**config.mk**
```make
export PLATFORM = sky130hd
export DESIGN_NAME = bus_mux_arb
export DESIGN_NICKNAME = d
export VERILOG_FILES = /design/src/rtl/bus_mux_arb.sv
export SDC_FILE = /design/constraint.sdc
export NUM_CORES = 1
export LEC_CHECK = 0
export CAP_MARGIN = 20
export CORE_ASPECT_RATIO = 2
export CORE_MARGIN = 2
export CORE_UTILIZATION = 39
export CTS_CLUSTER_SIZE = 24
export DETAILED_ROUTE_END_ITERATION = 10
export PLACE_DENSITY = 0.81
export SLEW_MARGIN = 10
export SYNTH_ARGS = -nofsm -noshare
export SYNTH_HDL_FRONTEND = slang
export SYNTH_SLANG_ARGS = --single-unit
export TNS_END_PERCENT = 10
```
**constraint.sdc**
```tcl
create_clock -name clk -period 3.25 [get_ports clk]
set_input_delay 0.975 -clock clk [delete_from_list [all_inputs] [get_ports clk]]
set_output_delay 0.975 -clock clk [all_outputs]
set_load 0.01 [all_outputs]
```
**src/rtl/bus_mux_arb.sv**
```systemverilog
// Registered NUM_IN:1 bus multiplexer with direct-select or round-robin channel choice.
// Optional macro BUS_MUX_ARB_PARITY_EN adds a registered even-parity output (out_parity).
module bus_mux_arb #(
    parameter int unsigned WIDTH = 16,
    parameter int unsigned NUM_IN = 4,
    localparam int unsigned SEL_W = (NUM_IN > 1) ? $clog2(NUM_IN) : 1
) (
    input  logic                    clk,
    input  logic                    rst,
    input  logic                    mode,
    input  logic [SEL_W-1:0]        sel,
    input  logic [NUM_IN-1:0]       in_valid,
    input  logic [NUM_IN*WIDTH-1:0] in_data,
    output logic [NUM_IN-1:0]       in_ready,
    output logic                    out_valid,
    output logic [WIDTH-1:0]        out_data,
    output logic [SEL_W-1:0]        out_src,
`ifdef BUS_MUX_ARB_PARITY_EN
    output logic                    out_parity,
`endif
    input  logic                    out_ready
);

    logic             valid_q, valid_d;
    logic [WIDTH-1:0] data_q, data_d;
    logic [SEL_W-1:0] src_q, src_d;
    logic [SEL_W-1:0] last_q, last_d;
    logic             parity_q, parity_d;

    logic             can_load;
    logic             found;
    logic [SEL_W-1:0] cand;
    logic [SEL_W-1:0] idx;
    logic [WIDTH-1:0] sel_data;
    logic             xfer;

    assign can_load = ~valid_q | out_ready;

    // Round-robin search starts just past the last granted channel and wraps.
    always_comb begin
        found = 1'b0;
        cand  = '0;
        idx   = '0;
        if (!mode) begin
            if (32'(sel) < NUM_IN) begin
                found = 1'b1;
                cand  = sel;
            end
        end else begin
            for (int unsigned i = 1; i <= NUM_IN; i++) begin
                idx = SEL_W'((32'(last_q) + i) % NUM_IN);
                if (!found && in_valid[idx]) begin
                    found = 1'b1;
                    cand  = idx;
                end
            end
        end
    end

    always_comb begin
        in_ready = '0;
        sel_data = '0;
        for (int unsigned k = 0; k < NUM_IN; k++) begin
            if (found && (32'(cand) == k)) begin
                in_ready[k] = can_load;
                sel_data    = in_data[k*WIDTH +: WIDTH];
            end
        end
    end

    assign xfer = |(in_valid & in_ready);

    always_comb begin
        valid_d  = valid_q;
        data_d   = data_q;
        src_d    = src_q;
        last_d   = last_q;
        parity_d = parity_q;
        if (xfer) begin
            valid_d  = 1'b1;
            data_d   = sel_data;
            src_d    = cand;
            parity_d = ^sel_data;
            if (mode) begin
                last_d = cand;
            end
        end else if (valid_q && out_ready) begin
            valid_d = 1'b0;
        end
    end

    always_ff @(posedge clk) begin
        if (rst) begin
            valid_q  <= 1'b0;
            data_q   <= '0;
            src_q    <= '0;
            last_q   <= SEL_W'(NUM_IN - 1);
            parity_q <= 1'b0;
        end else begin
            valid_q  <= valid_d;
            data_q   <= data_d;
            src_q    <= src_d;
            last_q   <= last_d;
            parity_q <= parity_d;
        end
    end

    assign out_valid = valid_q;
    assign out_data  = data_q;
    assign out_src   = src_q;

`ifdef BUS_MUX_ARB_PARITY_EN
    assign out_parity = parity_q;
`else
    logic unused_parity;
    assign unused_parity = parity_q;
`endif

endmodule

```
==> flow_summary.ini, run 1 <==
[place]
io_buffers = 96
place.gp.congestion = 0.887
post-dp-hpwl_um = 4760

[detailed_routing]
detail_route.wl_per_cell_um = 17.4
drt-pass1-iter-count = 4
via_per_inst = 5.67
vias = 2036
drtIter0Drc = 29
wirelength_um = 6230
drcViolationCount = 0
drtAntennaViolNets = 0

[setup_path]
slowest_stage = o221a_2
crit_buf_inv = 3
cp_slowest_stage_delay_ps = 320
path_depth = 7
end_kind = output pin
reg2reg_depth = 8
path_delay_family = buffers and inverters
critPathLaunchType = input port
cp_cell_sequence = dlygate4sd2_1 > buf_6 > nor3b_4 > a211oi_2 > o221a_2 > nor4_4 > buf_2
critPathMaxFanout = 5
crit_arrival_ps = 2280
crit_required_ps = 2270
crit_start = in_valid[0]
rr_startpoint = last_q[0]
timing.setup.critical_path_class = in -> out

[logic_synthesis]
syn_nets = 264
synth-simple-area-share = 0.126
synthFlopType = dfxtp_1
synth_compound_area_frac = 0.360
ys_ff_latch = 21
syn_area_sq_um = 1770
synth-xor-area-share = 0
synth_warnings = 0
synthAdderAreaFrac = 0
seq_area_frac_synth = 0.237
post_synth.cell_area_avg_sq_um = 9.34
synth_mux_area_frac = 0.181
yosysUniqueCellTypes = 43
synth_top_family_by_area = compound AO/OA/AOI/OAI gates
synth-edff-count = 0
synth_cells = 190
async_flop_share = 0

[floorplanning]
die-area_sq_um = 5140
die_x_um = 51.7
initial_core_util = 0.405
core_region_area_sq_um = 4380
io_pins = 97
num_rows = 34
die_h_um = 99.4

[global_routing]
grt_pass1_wl_um = 9780
grt_pass1_vias = 2094
grt_max_degree = 28
antenna_found_initial = 0
track_usage = 0.246
overflow = 0

[timing]
maxSlewHeadroom = 0.520
hold_violations = 0
whs_ps = 480
finalSetupViolCount = 1
setup_ws_ps = -3.36
period_needed_ps = 3250
slew_viol_final = 0
rsz0062_at_grt = yes
fin_worst_skew_ps = 6.27
max_freq_mhz = 307
worst_pin_slew_ps = 718
fin_crit_sh = 1.00

[worst_hold_path]
worstHoldStart = out_src[0]
hp-class = reg -> reg
hold-path-cell-count = 2

[finish]
fin_nets = 380
area_delta_synth_final_pct = 71.5
regArea_sq_um = 420
diodes = 0
layout-drive-gt1-share = 0.262
fin_util = 0.694
nFillCells = 352
multiInputGateArea_sq_um = 1280

[job]
drv_cap = 0

[pwr]
power_uw = 1100
p_per_area_nw_per_um2 = 361
p_leak_uw = 0.00119
ir_worst_vdd_v = 0.000346

[status]
violations = setup timing
outcome = finished with violations

[clocking]
clock-sinks = 21
clk_pin_slew_ps = 70
cts_tree = done
cts_buffers = 3
ctsRootBufferMaster = clkbuf_8
clockBufferDepth = 2
htreeDepth = 1
cts_hold_buf = 0
clk_latency_ps = 260
kinds of logic after synthesis:
family                 after synthesis
AND/OR/NAND/NOR                     40
flip-flops                          21
AO/OA/AOI/OAI                       76
multiplexers                        32
buffers and inverters               21
worst paths after layout:
check | endpoint | slack (ps)
max | in_ready[1] | -3
min | out_src[0] | 480
max reg2reg | out_data[5] | 910
min reg2reg | out_src[0] | 480
Yosys cell counts, drive strengths merged (2+ instances only):
cell type	count	share of area
o21ai	9	0.027
nor3	5	0.014
o32a	16	0.090
a21oi	21	0.059
or2	2	0.0071
nor2b	4	0.014
a31oi	3	0.014
clkbuf	7	0.015
a211oi	17	0.12
nor3b	2	0.0085
and2b	2	0.0099
dfxtp	21	0.24
buf	12	0.078
mux2i	32	0.18
inv	2	0.0042
nand2	5	0.011
nor2	8	0.017
nand2b	6	0.021
worst reg2reg max path, delay by kind of cell (launching register included):
family	cells	cell delay, ps
multiplexers	1	180
buffers and inverters	2	400
AO/OA/AOI/OAI	3	730
flip-flops	1	440
AND/OR/NAND/NOR	2	490
state kept, by name, summed over array words and instances, names as in the netlist:
register / flops
out_data: 16
last_q: 2
out_src: 2
out_valid: 1
final cells by class:
type | instances | area share
Multi-Input combinational cell | 148 | 0.419
Timing Repair Buffer | 130 | 0.403
Sequential cell | 21 | 0.138
Tap cell | 54 | 0.0222
Clock buffer | 3 | 0.0136
Inverter | 2 | 0.00247
Clock inverter | 1 | 0.00164
layer usage:
metal  wire, um  vias up  part of all wire  global-route usage
li1           -      973                 -                   -
met1       2270      986              0.36               0.268
met2       3580       60              0.57               0.464
met3        151       17             0.024              0.0150
met4        233        0             0.037               0.103
met5          0        -                 0                   0
power breakdown:
part | switching [uW] | total (uW) | leakage (uW) | internal, uW
Sequential | 24.8 | 324 | 0.000174 | 300
Clock | 83.1 | 168 | 0.0000255 | 85.2
Combinational | 265 | 607 | 0.000993 | 342
timing repair:
item | CTS | global route
pin swaps | 7 | 6
endpoints found under the setup margin | 4 | 4
buffers inserted | 6 | 1
hold endpoints to repair | 0 | 0
resized for setup | 40 | 10
cells in the final DEF, fill, tap and decap left out, drive strengths merged, types with 5 or more instances in the layout:
| cell | Yosys | layout |
|---|---|---|
| a211oi | 17 | 17 |
| a21oi | 21 | 21 |
| buf | 12 | 40 |
| clkdlybuf4s50 | 0 | 87 |
| dfxtp | 21 | 21 |
| mux2i | 32 | 32 |
| nand2 | 5 | 5 |
| nand2b | 6 | 6 |
| nor2 | 8 | 8 |
| nor3 | 5 | 5 |
| o21ai | 9 | 9 |
| o32a | 16 | 16 |
through the flow:
| step | setup slack, ps | cell area, sq um | setup TNS [ps] | instances |
|---|---|---|---|---|
| floorplan | 15.4 | 1790 | 0 | 190 |
| global placement | -817 | 2900 | -5090 | 349 |
| detailed placement | -839 | 2900 | -5830 | 349 |
| CTS | -2.05 | 3000 | -2.05 | 359 |
| global route | -42.0 | 3040 | -45.3 | 359 |
| finish | -3.36 | 3040 | -3.36 | 359 |
Note: power is estimated with default switching activity, not from simulation.
==> inputs of run 2 (changes only) <==
- CORE_UTILIZATION: 39 -> 30
- PLACE_DENSITY: 0.81 -> unset
==> flow_summary.ini, run 2 (synthesized netlist as in run 1, its figures left out) <==
[place]
post-dp-hpwl_um = 4890
post-place-ws_ps = -888
io_buffers = 96
place.gp.congestion = 0.779
place_area_sq_um = 2940

[global_routing]
grt_max_degree = 34
grt_pass1_vias = 2271
overflow = 0
grt_pass1_wl_um = 10700
track_usage = 0.208
antenna_found_initial = 0

[floorplanning]
io_pins = 97
die-area_sq_um = 6580
die_x_um = 58.4
num_rows = 39
die_h_um = 113
initial_core_util = 0.311
core_region_area_sq_um = 5710

[setup_path]
path_delay_family = simple AND/OR/NAND/NOR gates
slowest_stage = or3_1
reg2reg_slack_ps = 750
crit_required_ps = 2270
crit_arrival_ps = 2260
cp_cell_sequence = buf_8 > buf_6 > and2b_1 > or3_1 > o31ai_2 > a31oi_2 > nor3_2 > buf_2
critPathLaunchType = input port
end_kind = output pin
critPathMaxFanout = 4
timing.setup.critical_path_class = in -> out
cp_slowest_stage_delay_ps = 380
crit_buf_inv = 3

[clocking]
cts_buffers = 3
cts_hold_buf = 0
htreeDepth = 1
clk_latency_ps = 250
cts_tree = done
ctsRootBufferMaster = clkbuf_16
clock-sinks = 21
clk_pin_slew_ps = 60
clockBufferDepth = 2

[pwr]
ir_worst_vdd_v = 0.000288
power_uw = 1210
p_per_area_nw_per_um2 = 380
p_leak_uw = 0.00127

[worst_hold_path]
hp-class = reg -> reg

[timing]
period_needed_ps = 3230
finalSetupViolCount = 0
whs_ps = 481
worst_pin_slew_ps = 555
hold_violations = 0
slew_viol_final = 0
rsz0062_at_grt = yes
fin_crit_sh = 0.994
setup_ws_ps = 19.2
fin_worst_skew_ps = 1.70
max_freq_mhz = 310
maxSlewHeadroom = 0.630
tns_ps = 0

[finish]
layout-drive-gt1-share = 0.292
layout_common_cells = clkdlybuf4s50_1 (87), buf_4 (43), mux2i_1 (32)
fin_nets = 394
diodes = 0
largest_reg_flops = 16
fin_area_sq_um = 3180
final_common_cell = clkdlybuf4s50_1
area_delta_synth_final_pct = 79.0

[detailed_routing]
vias = 2032
drt-pass1-iter-count = 4
via_per_inst = 5.35
drcViolationCount = 0
detail_route.wl_per_cell_um = 17.1
drtIter0Drc = 39
wirelength_um = 6510
drtAntennaViolNets = 0

[job]
drv_cap = 0

[status]
outcome = finished, final reports clean
[run 2: changes by cell type in the layout (fill, tap and decap cells not counted), sizes merged]
cell	change
clkbuf	+1
clkdlybuf4s15	-2
clkinv	-1
buf	+16
[run 2: per-layer routing]
metal  GRT usage  share of wire  vias to the layer above
li1            -              -                      995
met1       0.206           0.34                      947
met2       0.393           0.57                       72
met3      0.0331          0.043                       18
met4       0.102          0.041                        0
met5           0              0                        -
[run 2: power breakdown]
part           switching [uW]  internal, uW
Clock                    92.5           167
Combinational             270           352
Sequential               25.8           300
[run 2: path summary, 6_finish.rpt]
kind	from	endpoint	cells past startpoint
worst max-delay path	in_valid[1]	in_ready[0]	8
worst min-delay path	out_src[0]	out_src[0]	2
worst max register to register	last_q[1]	out_data[7]	15
worst min register to register	out_src[0]	out_src[0]	2
[run 2: worst reg2reg max path, stage by stage, from the launching register on]
cell,delay (ps)
dfxtp_1,390
buf_4,190
nor3b_4,60
buf_4,120
buf_4,120
buf_4,120
buf_4,120
buf_4,120
buf_4,120
buf_4,120
nor2_1,90
a21o_1,140
a31oi_2,140
and2_4,240
buf_4,150
a211oi_2,190
[run 2: timing repair]
action / 4_1_cts / 5_1_grt
gates resized for setup: 49 / 4
endpoints found under the setup margin: 4 / 4
buffers inserted: 16 / 0
pin swaps: 9 / 3
hold endpoints to repair: 0 / 0
[run 2: per-stage QoR]
| stage | utilization | instances |
|---|---|---|
| after floorplan | - | 190 |
| after detailed placement | 0.514 | 360 |
| final | 0.556 | 380 |
| after CTS | 0.555 | 380 |
| after global placement | 0.514 | 360 |
| after global routing | 0.556 | 380 |
[run 2: area by class of cell]
cell class | instances | area (sq um)
fill | 513 | 2530
timing repair buffer | 144 | 1330
multi-input combinational | 148 | 1260
sequential | 21 | 420
clock buffer | 4 | 78.8
tap | 61 | 76.3
inverter | 2 | 7.51
==> inputs of run 3 (changes only) <==
- CORE_UTILIZATION: 30 -> 40
- CTS_BUF_LIST: unset -> sky130_fd_sc_hd__clkbuf_2 sky130_fd_sc_hd__clkbuf_4 sky130_fd_sc_hd__clkbuf_8
- CTS_CLUSTER_DIAMETER: unset -> 60
- PLACE_DENSITY: unset -> 0.82
==> flow_summary.ini, run 3 (synthesized netlist as in run 1, its figures left out) <==
[timing]
period_needed_ps = 3230
maxSlewHeadroom = 0.480
fin_worst_skew_ps = 2.01
slew_viol_final = 0
max_freq_mhz = 310
worst_pin_slew_ps = 777
hold_violations = 0
rsz0062_at_grt = yes
fin_crit_sh = 0.993
finalSetupViolCount = 0

[setup_path]
slowest_stage = clkdlybuf4s50_1
timing.setup.critical_path_class = in -> out
reg2reg_slack_ps = 910
cp_slowest_stage_delay_ps = 450
cp_cell_sequence = clkdlybuf4s50_1 > nor2b_4 > or2_4 > buf_4 > nand2_1 > nor3_1 > buf_2
crit_start = sel[1]
crit_required_ps = 2270
crit_arrival_ps = 2250
end_kind = output pin
rr_startpoint = last_q[1]
critPathLaunchType = input port
critPathMaxFanout = 4

[clocking]
clockBufferDepth = 2
cts_buffers = 3
clk_latency_ps = 260
ctsRootBufferMaster = clkbuf_8
htreeDepth = 1
clk_pin_slew_ps = 70
cts_tree = done
clock-sinks = 21

[finish]
final_common_cell = clkdlybuf4s50_1
nFillCells = 343
fin_area_sq_um = 3030
largest_reg_flops = 16
layout_common_cells = clkdlybuf4s50_1 (87), mux2i_1 (32), buf_4 (32)
area_delta_synth_final_pct = 71.0
fin_util = 0.706
diodes = 0
fin_nets = 381
layout-drive-gt1-share = 0.265

[place]
place.gp.congestion = 0.884
post-dp-hpwl_um = 4800
place_area_sq_um = 2900
io_buffers = 96

[detailed_routing]
drcViolationCount = 0
wirelength_um = 6180
via_per_inst = 5.58
drtIter0Drc = 24
detail_route.wl_per_cell_um = 17.2
drt-pass1-iter-count = 4
vias = 2008
drtAntennaViolNets = 0

[floorplanning]
core_region_area_sq_um = 4300
die_x_um = 51.1
num_rows = 34
io_pins = 97
initial_core_util = 0.413
die-area_sq_um = 5020
die_h_um = 98.2

[global_routing]
grt_pass1_wl_um = 9740
track_usage = 0.250
overflow = 0
antenna_found_initial = 0
grt_max_degree = 29
grt_pass1_vias = 2095

[pwr]
p_per_area_nw_per_um2 = 363
ir_worst_vdd_v = 0.000384
p_leak_uw = 0.00119

[job]
drv_cap = 0

[worst_hold_path]
hp-class = reg -> reg
worstHoldStart = out_src[0]

[status]
outcome = finished, final reports clean
run 3: per-layer routing:
layer | GRT usage | up-vias | part of all wire
met5 | 0 | - | 0
met3 | 0.0153 | 20 | 0.035
met2 | 0.463 | 76 | 0.58
met1 | 0.274 | 940 | 0.35
met4 | 0.119 | 0 | 0.040
li1 | - | 972 | -
run 3: layout make-up:
cell class	count	area [sq um]	area share
well taps	54	67.6	0.0223
clock inverters	1	5.00	0.00165
multi-input cells	148	1280	0.423
clock buffers	3	41.3	0.0136
repair buffers	131	1210	0.399
inverters	2	7.51	0.00247
flip-flops and latches	21	420	0.139
run 3: worst paths after layout:
| check | end | cells after the start |
|---|---|---|
| setup / recovery | in_ready[3] | 7 |
| hold / removal | out_src[0] | 2 |
| setup reg to reg | out_data[11] | 8 |
| hold reg to reg | out_src[0] | 2 |
run 3: per-stage QoR:
stage	power, uW	setup slack, ps	setup TNS [ps]	hold WS (ps)	std cells
detailed placement	921	-909	-9210	472	351
finish	1100	22.1	0	482	360
CTS	1100	6.77	0	484	360
global placement	909	-843	-7840	463	351
global route	1170	-37.7	-55.1	508	360
floorplan	664	15.4	0	498	190
run 3: worst max-delay path: cells and delay by family:
kind	cells	cell delay, ps
buffers and inverters	3	730
and+or+nand+nor	4	550
run 3: timing repair:
item,in CTS,in global routing
hold buffers,0,0
pin swaps,10,6
gates resized for setup,50,5
buffers inserted,5,0
setup endpoints to repair,22,3
run 3: power by group:
part | total (uW) | switching, uW | internal, uW | leakage (uW)
Sequential | 327 | 27.3 | 300 | 0.000174
Combinational | 606 | 266 | 341 | 0.000992
Clock | 169 | 83.7 | 85.3 | 0.0000255
Total | 1100 | 377 | 726 | 0.00119
